## src/rtl/mult32x32_arbiter.sv

```systemverilog
// Round-robin arbiter sharing a single mult32x32 unit between NREQ requesters.
// Sequences each op (latch, start pulse, busy tracking, capture) and returns a one-cycle response.
module mult32x32_arbiter #(
    parameter int unsigned NREQ        = 4,
    parameter int unsigned ACK_TIMEOUT = 8
) (
    input  logic                 clk,
    input  logic                 reset,
    input  logic [NREQ-1:0]      req_valid,
    input  logic [NREQ*32-1:0]   req_a,
    input  logic [NREQ*32-1:0]   req_b,
    output logic [NREQ-1:0]      req_ready,
    output logic [NREQ-1:0]      resp_valid,
    output logic [63:0]          resp_product,
    output logic                 resp_err,
    output logic                 arb_busy,
    output logic                 mult_start,
    output logic [31:0]          mult_a,
    output logic [31:0]          mult_b,
    input  logic                 mult_busy,
    input  logic [63:0]          mult_product
);

    localparam int unsigned IDW  = (NREQ > 1) ? $clog2(NREQ) : 1;
    localparam int unsigned CNTW = $clog2(ACK_TIMEOUT + 1);

    typedef enum logic [2:0] {
        S_IDLE,
        S_ISSUE,
        S_WAIT_ACK,
        S_WAIT_DONE,
        S_RESP
    } state_t;

    state_t            r_state;
    state_t            w_state_nxt;
    logic [IDW-1:0]    r_rr_ptr;
    logic [IDW-1:0]    r_gnt_id;
    logic [CNTW-1:0]   r_cnt;
    logic [31:0]       r_a;
    logic [31:0]       r_b;
    logic [63:0]       r_resp_product;
    logic [NREQ-1:0]   r_req_ready;
    logic [NREQ-1:0]   r_resp_valid;
    logic              r_resp_err;
    logic              r_arb_busy;
    logic              r_mult_start;

    logic              w_any;
    logic [IDW-1:0]    w_gnt_id;
    logic [31:0]       w_gnt_a;
    logic [31:0]       w_gnt_b;
    logic [CNTW-1:0]   w_cnt_inc;
    logic              w_timeout;
    logic [NREQ-1:0]   w_req_ready_nxt;
    logic [NREQ-1:0]   w_resp_valid_nxt;
    logic              w_resp_err_nxt;
    logic              w_arb_busy_nxt;
    logic              w_mult_start_nxt;

    // First requester at or after rr_ptr, wrapping at NREQ-1
    always_comb begin
        int unsigned j;
        w_any    = 1'b0;
        w_gnt_id = '0;
        j        = 0;
        for (int unsigned k = 0; k < NREQ; k++) begin
            j = 32'(r_rr_ptr) + k;
            if (j >= NREQ) begin
                j = j - NREQ;
            end
            if (!w_any && req_valid[IDW'(j)]) begin
                w_any    = 1'b1;
                w_gnt_id = IDW'(j);
            end
        end
    end

    assign w_gnt_a   = req_a[32*w_gnt_id +: 32];
    assign w_gnt_b   = req_b[32*w_gnt_id +: 32];
    assign w_cnt_inc = r_cnt + CNTW'(1);
    assign w_timeout = (w_cnt_inc == CNTW'(ACK_TIMEOUT));

    // State register
    always_ff @(posedge clk or negedge reset) begin
        if (!reset) begin
            r_state <= S_IDLE;
        end else begin
            r_state <= w_state_nxt;
        end
    end

    // Next-state logic
    always_comb begin
        w_state_nxt = r_state;
        case (r_state)
            S_IDLE:      if (w_any) w_state_nxt = S_ISSUE;
            S_ISSUE:     w_state_nxt = S_WAIT_ACK;
            S_WAIT_ACK: begin
                if (mult_busy) begin
                    w_state_nxt = S_WAIT_DONE;
                end else if (w_timeout) begin
                    w_state_nxt = S_RESP;
                end
            end
            S_WAIT_DONE: if (!mult_busy) w_state_nxt = S_RESP;
            S_RESP:      w_state_nxt = S_IDLE;
            default:     w_state_nxt = S_IDLE;
        endcase
    end

    // Output decode from the next state so the registered outputs align with the state
    always_comb begin
        w_req_ready_nxt  = '0;
        w_resp_valid_nxt = '0;
        w_resp_err_nxt   = 1'b0;
        w_mult_start_nxt = 1'b0;
        w_arb_busy_nxt   = (w_state_nxt != S_IDLE);
        case (w_state_nxt)
            S_ISSUE: begin
                w_mult_start_nxt          = 1'b1;
                w_req_ready_nxt[w_gnt_id] = 1'b1;
            end
            S_RESP: begin
                w_resp_valid_nxt[r_gnt_id] = 1'b1;
                w_resp_err_nxt             = (r_state == S_WAIT_ACK);
            end
            default: ;
        endcase
    end

    always_ff @(posedge clk or negedge reset) begin
        if (!reset) begin
            r_req_ready  <= '0;
            r_resp_valid <= '0;
            r_resp_err   <= 1'b0;
            r_arb_busy   <= 1'b0;
            r_mult_start <= 1'b0;
        end else begin
            r_req_ready  <= w_req_ready_nxt;
            r_resp_valid <= w_resp_valid_nxt;
            r_resp_err   <= w_resp_err_nxt;
            r_arb_busy   <= w_arb_busy_nxt;
            r_mult_start <= w_mult_start_nxt;
        end
    end

    // Operand/id latch, round-robin pointer, ack timeout counter, product capture
    always_ff @(posedge clk or negedge reset) begin
        if (!reset) begin
            r_rr_ptr       <= '0;
            r_gnt_id       <= '0;
            r_cnt          <= '0;
            r_a            <= '0;
            r_b            <= '0;
            r_resp_product <= '0;
        end else begin
            case (r_state)
                S_IDLE: begin
                    if (w_any) begin
                        r_gnt_id <= w_gnt_id;
                        r_a      <= w_gnt_a;
                        r_b      <= w_gnt_b;
                    end
                end
                S_ISSUE: begin
                    r_cnt    <= '0;
                    r_rr_ptr <= (r_gnt_id == IDW'(NREQ - 1)) ? '0 : r_gnt_id + IDW'(1);
                end
                S_WAIT_ACK: begin
                    if (!mult_busy) begin
                        r_cnt <= w_cnt_inc;
                        if (w_timeout) begin
                            r_resp_product <= '0;
                        end
                    end
                end
                S_WAIT_DONE: begin
                    if (!mult_busy) begin
                        r_resp_product <= mult_product;
                    end
                end
                default: ;
            endcase
        end
    end

    assign req_ready    = r_req_ready;
    assign resp_valid   = r_resp_valid;
    assign resp_product = r_resp_product;
    assign resp_err     = r_resp_err;
    assign arb_busy     = r_arb_busy;
    assign mult_start   = r_mult_start;
    assign mult_a       = r_a;
    assign mult_b       = r_b;

endmodule
```

## config.mk

```make
export PLATFORM = sky130hd
export DESIGN_NAME = mult32x32_arbiter
export DESIGN_NICKNAME = d
export VERILOG_FILES = /design/src/rtl/mult32x32_arbiter.sv
export SDC_FILE = /design/constraint.sdc
export NUM_CORES = 1
export LEC_CHECK = 0
export ABC_AREA = 1
export CAP_MARGIN = 20
export CORE_AREA = 2 2 180 182
export DETAILED_ROUTE_END_ITERATION = 7
export DIE_AREA = 0 0 182 184
export HOLD_SLACK_MARGIN = 0.08
export PLACE_DENSITY_LB_ADDON = 0.3
export SETUP_SLACK_MARGIN = 0.05
export SYNTH_ARGS = -nofsm -noshare
export SYNTH_HDL_FRONTEND = slang
export SYNTH_SLANG_ARGS = --single-unit
```

## constraint.sdc

```tcl
create_clock -name clk -period 2.3 [get_ports clk]
set_input_delay 0.575 -clock clk [delete_from_list [all_inputs] [get_ports clk]]
set_output_delay 0.575 -clock clk [all_outputs]
set_load 0.01 [all_outputs]
```

==> impl_metrics.yaml <==
power_and_ir_drop:
  peakVddDrop_mv: 0.713
  p_clk_share_pct: 10.9
  seq_power_share_pct: 17.8
  netSwitchingFraction_pct: 47.3
  power.internal_w: 0.0138
  totalPowerFinal_w: 0.0262
  combPwrFrac_pct: 71.3
  p_leak_nw: 7.79
  power_density_nw_per_um2: 1700
  power_switching_w: 0.0124
layout:
  final_core_util_pct: 49.0
  seq_area_um2: 3760
  area_growth_pct: 76.2
  nets: 2135
  drive_above_1_share_pct: 9.36
  nFillCells: 3086
  multi_input_area_um2: 4570
setup_path:
  cp-start-kind: "flop"
  crit_arrival_ns: 2.55
  critPathBufInv: 3
  crit_type: "reg -> reg"
  cp_top_family: "simple AND/OR/NAND/NOR gates"
  cp_max_fo: 7
  crit_chain: "buf_12 -> nand2_1 -> nand2_2 -> nand2_2 -> nand2_2 -> nor2_4 -> nand3_4 -> nand2_8 -> nand2_8 -> clkbuf_16 -> clkbuf_16 -> nand2_1 -> nand2_1 -> nand2_1 -> nand2_1 -> nand2_1 -> nand2_1"
  critPathMostFrequentCell: "nand2_1"
  cp.required_ns: 2.61
  crit_slowest_cell: "dfrtp_2"
  crit_path_end_kind: "flop"
  slowest_delay_ns: 0.47
synth:
  synth-seq-cells: 150
  syn_inst: 1332
  netlist_area_um2: 8730
  syn_nets: 1664
  avgSynthCellArea_um2: 6.55
  yosys_warnings: 0
  yosys.cell_types.count: 23
  yosysSeqAreaShare_pct: 43.0
route:
  vias_per_cell: 4.72
  drt_first_pass_iters: 5
  vias: 10500
  drc_errors: 0
  drt_wl_total_um: 40200
  wl_per_cell_um: 18.1
  ant_nets: 0
  drtIter0Drc: 773
sta:
  clock_skew_ns: 0.0134
  timing.final.crit_share_pct: 97.4
  worstMarginPinSlew_ns: 0.526
  max_freq_ghz: 0.447
  slew_headroom_pct: 64.9
  whs_ns: 0.0959
  setup_viol: 0
  fin_crit_ns: 2.24
  hold_viol_final: 0
  tns_ns: 0
  final_max_slew_viol_count: 0
  rsz0062_at_grt: "yes"
worst_hold_path:
  min_path_type: "in -> async"
grt:
  grt_pass1_wl_um: 57200
  grt_antenna_before_repair: 2
  grt_pass1_vias: 10100
  grt_max_degree: 81
  grt.overflow.total: 0
  grt_util_all_layers_pct: 22.0
floorplan:
  die_y_um: 184
  die_x_um: 182
  initial_core_util_pct: 27.8
  coreArea_um2: 31400
  rows: 65
  dieArea_um2: 33500
  top_level_ports: 466
placed_design:
  place.gp.congestion: 0.953
  hpwlAfterDp_um: 28200
  io_buffers: 465
clocking:
  cts_buffers: 17
  clkTransAtPathRegs_ns: 0.08
  cts_tree: "built"
  cts.sinks: 150
  insertion_delay_ns: 0.42
  h-tree-depth: 4
  cts_max_path_buffers: 2
  root_buffer: "clkbuf_16"
status:
  status: "complete, no violations"
run:
  max_cap_viol_count: 0
-- per-layer routing --
layer	routed length [um]	vias up	track usage, %
li1	-	5094	-
met1	15700	4863	25.9
met2	19900	432	38.0
met3	2950	88	5.59
met4	1690	0	9.45
met5	0	-	0
-- final cells by class --
| class | instances | share of cell area, % |
|---|---|---|
| repair buffers | 545 | 38.0 |
| multi-input cells | 1064 | 29.8 |
| flip-flops and latches | 150 | 24.4 |
| well taps | 402 | 3.27 |
| clock buffers | 18 | 2.79 |
| clock inverters | 14 | 1.07 |
| inverters | 25 | 0.692 |
| diodes | 2 | 0.0325 |
-- metrics by stage --
step,std cells,area [um2],worst slack [ns]
after floorplan,1332,8730,0.390
final,2220,15400,0.0609
after global routing,2220,15400,-0.0491
after global placement,2157,14100,-0.360
after detailed placement,2157,14100,-0.386
after CTS,2189,14700,0.0598
-- logic make-up after synthesis --
logic type / synth area share, %
XOR/XNOR: 0.100
AO/OA/AOI/OAI: 0.745
flip-flops: 43.0
buffers and inverters: 7.13
adder cells (fa/ha/maj): 0.717
AND/OR/NAND/NOR: 48.3
-- synthesized netlist by cell type (all sizes together) --
cell type,n,share of area [%]
dfrtp,150,43
xor2,1,0.10
a21oi,5,0.29
nand3,205,12
buf,63,4.8
nand2,822,35
clkbuf,30,1.3
nand3b,1,0.086
nor2,12,0.60
o21ai,8,0.46
nor3,4,0.23
ha,5,0.72
clkinv,1,0.043
nand4,1,0.072
inv,24,1.0
-- placed cells by master (no fill, tap or decap), types with 5 or more instances in the layout --
cell,count
nand2_4,7
ha_1,5
nand3_1,200
clkdlybuf4s50_1,461
clkbuf_16,29
dfrtp_1,148
buf_4,33
nand2_1,785
nand2_2,28
nor2_1,8
buf_6,10
buf_12,22
o21ai_0,7
inv_1,17
-- sequential cells by signal (all words and copies together), names as in the netlist --
signal        count
resp_product     64
mult_a           32
mult_b           32
r_cnt             4
req_ready         4
resp_valid        4
r_state           3
r_gnt_id          2
r_rr_ptr          2
arb_busy          1
mult_start        1
resp_err          1
-- power by group through the flow --
stage	logic, W	registers [W]	clock network [W]
after floorplan	0.00892	0.00510	0
after CTS	0.0161	0.00464	0.00293
after global placement	0.0159	0.00465	0
final	0.0187	0.00466	0.00285
after detailed placement	0.0160	0.00464	0
after global routing	0.0204	0.00483	0.00303
-- path summary, 6_finish.rpt --
path                                         start                     end  slack (ns)  depth (start not counted)
setup / recovery           r_rr_ptr[0]$_DFFE_PN0P_   mult_b[6]$_DFFE_PN0P_        0.06                         17
hold / removal                               reset    mult_start$_DFF_PN0_         0.1                          1
setup reg to reg           r_rr_ptr[0]$_DFFE_PN0P_   mult_b[6]$_DFFE_PN0P_        0.06                         17
hold reg to reg               r_state[2]$_DFF_PN0_    r_state[0]$_DFF_PN0_        0.47                          1
max in group asynchronous                    reset  mult_a[28]$_DFFE_PN0P_        1.55                          2
min in group clk              r_state[2]$_DFF_PN0_    r_state[0]$_DFF_PN0_        0.47                          1
-- timing repair --
item	4_1_cts	5_1_grt
setup endpoints to repair	2	64
gates resized for setup	2	73
hold buffers	0	0
pin swaps	0	28
gates cloned	0	15
buffers inserted	0	14
No activity file was read; power rests on OpenSTA's default activity.
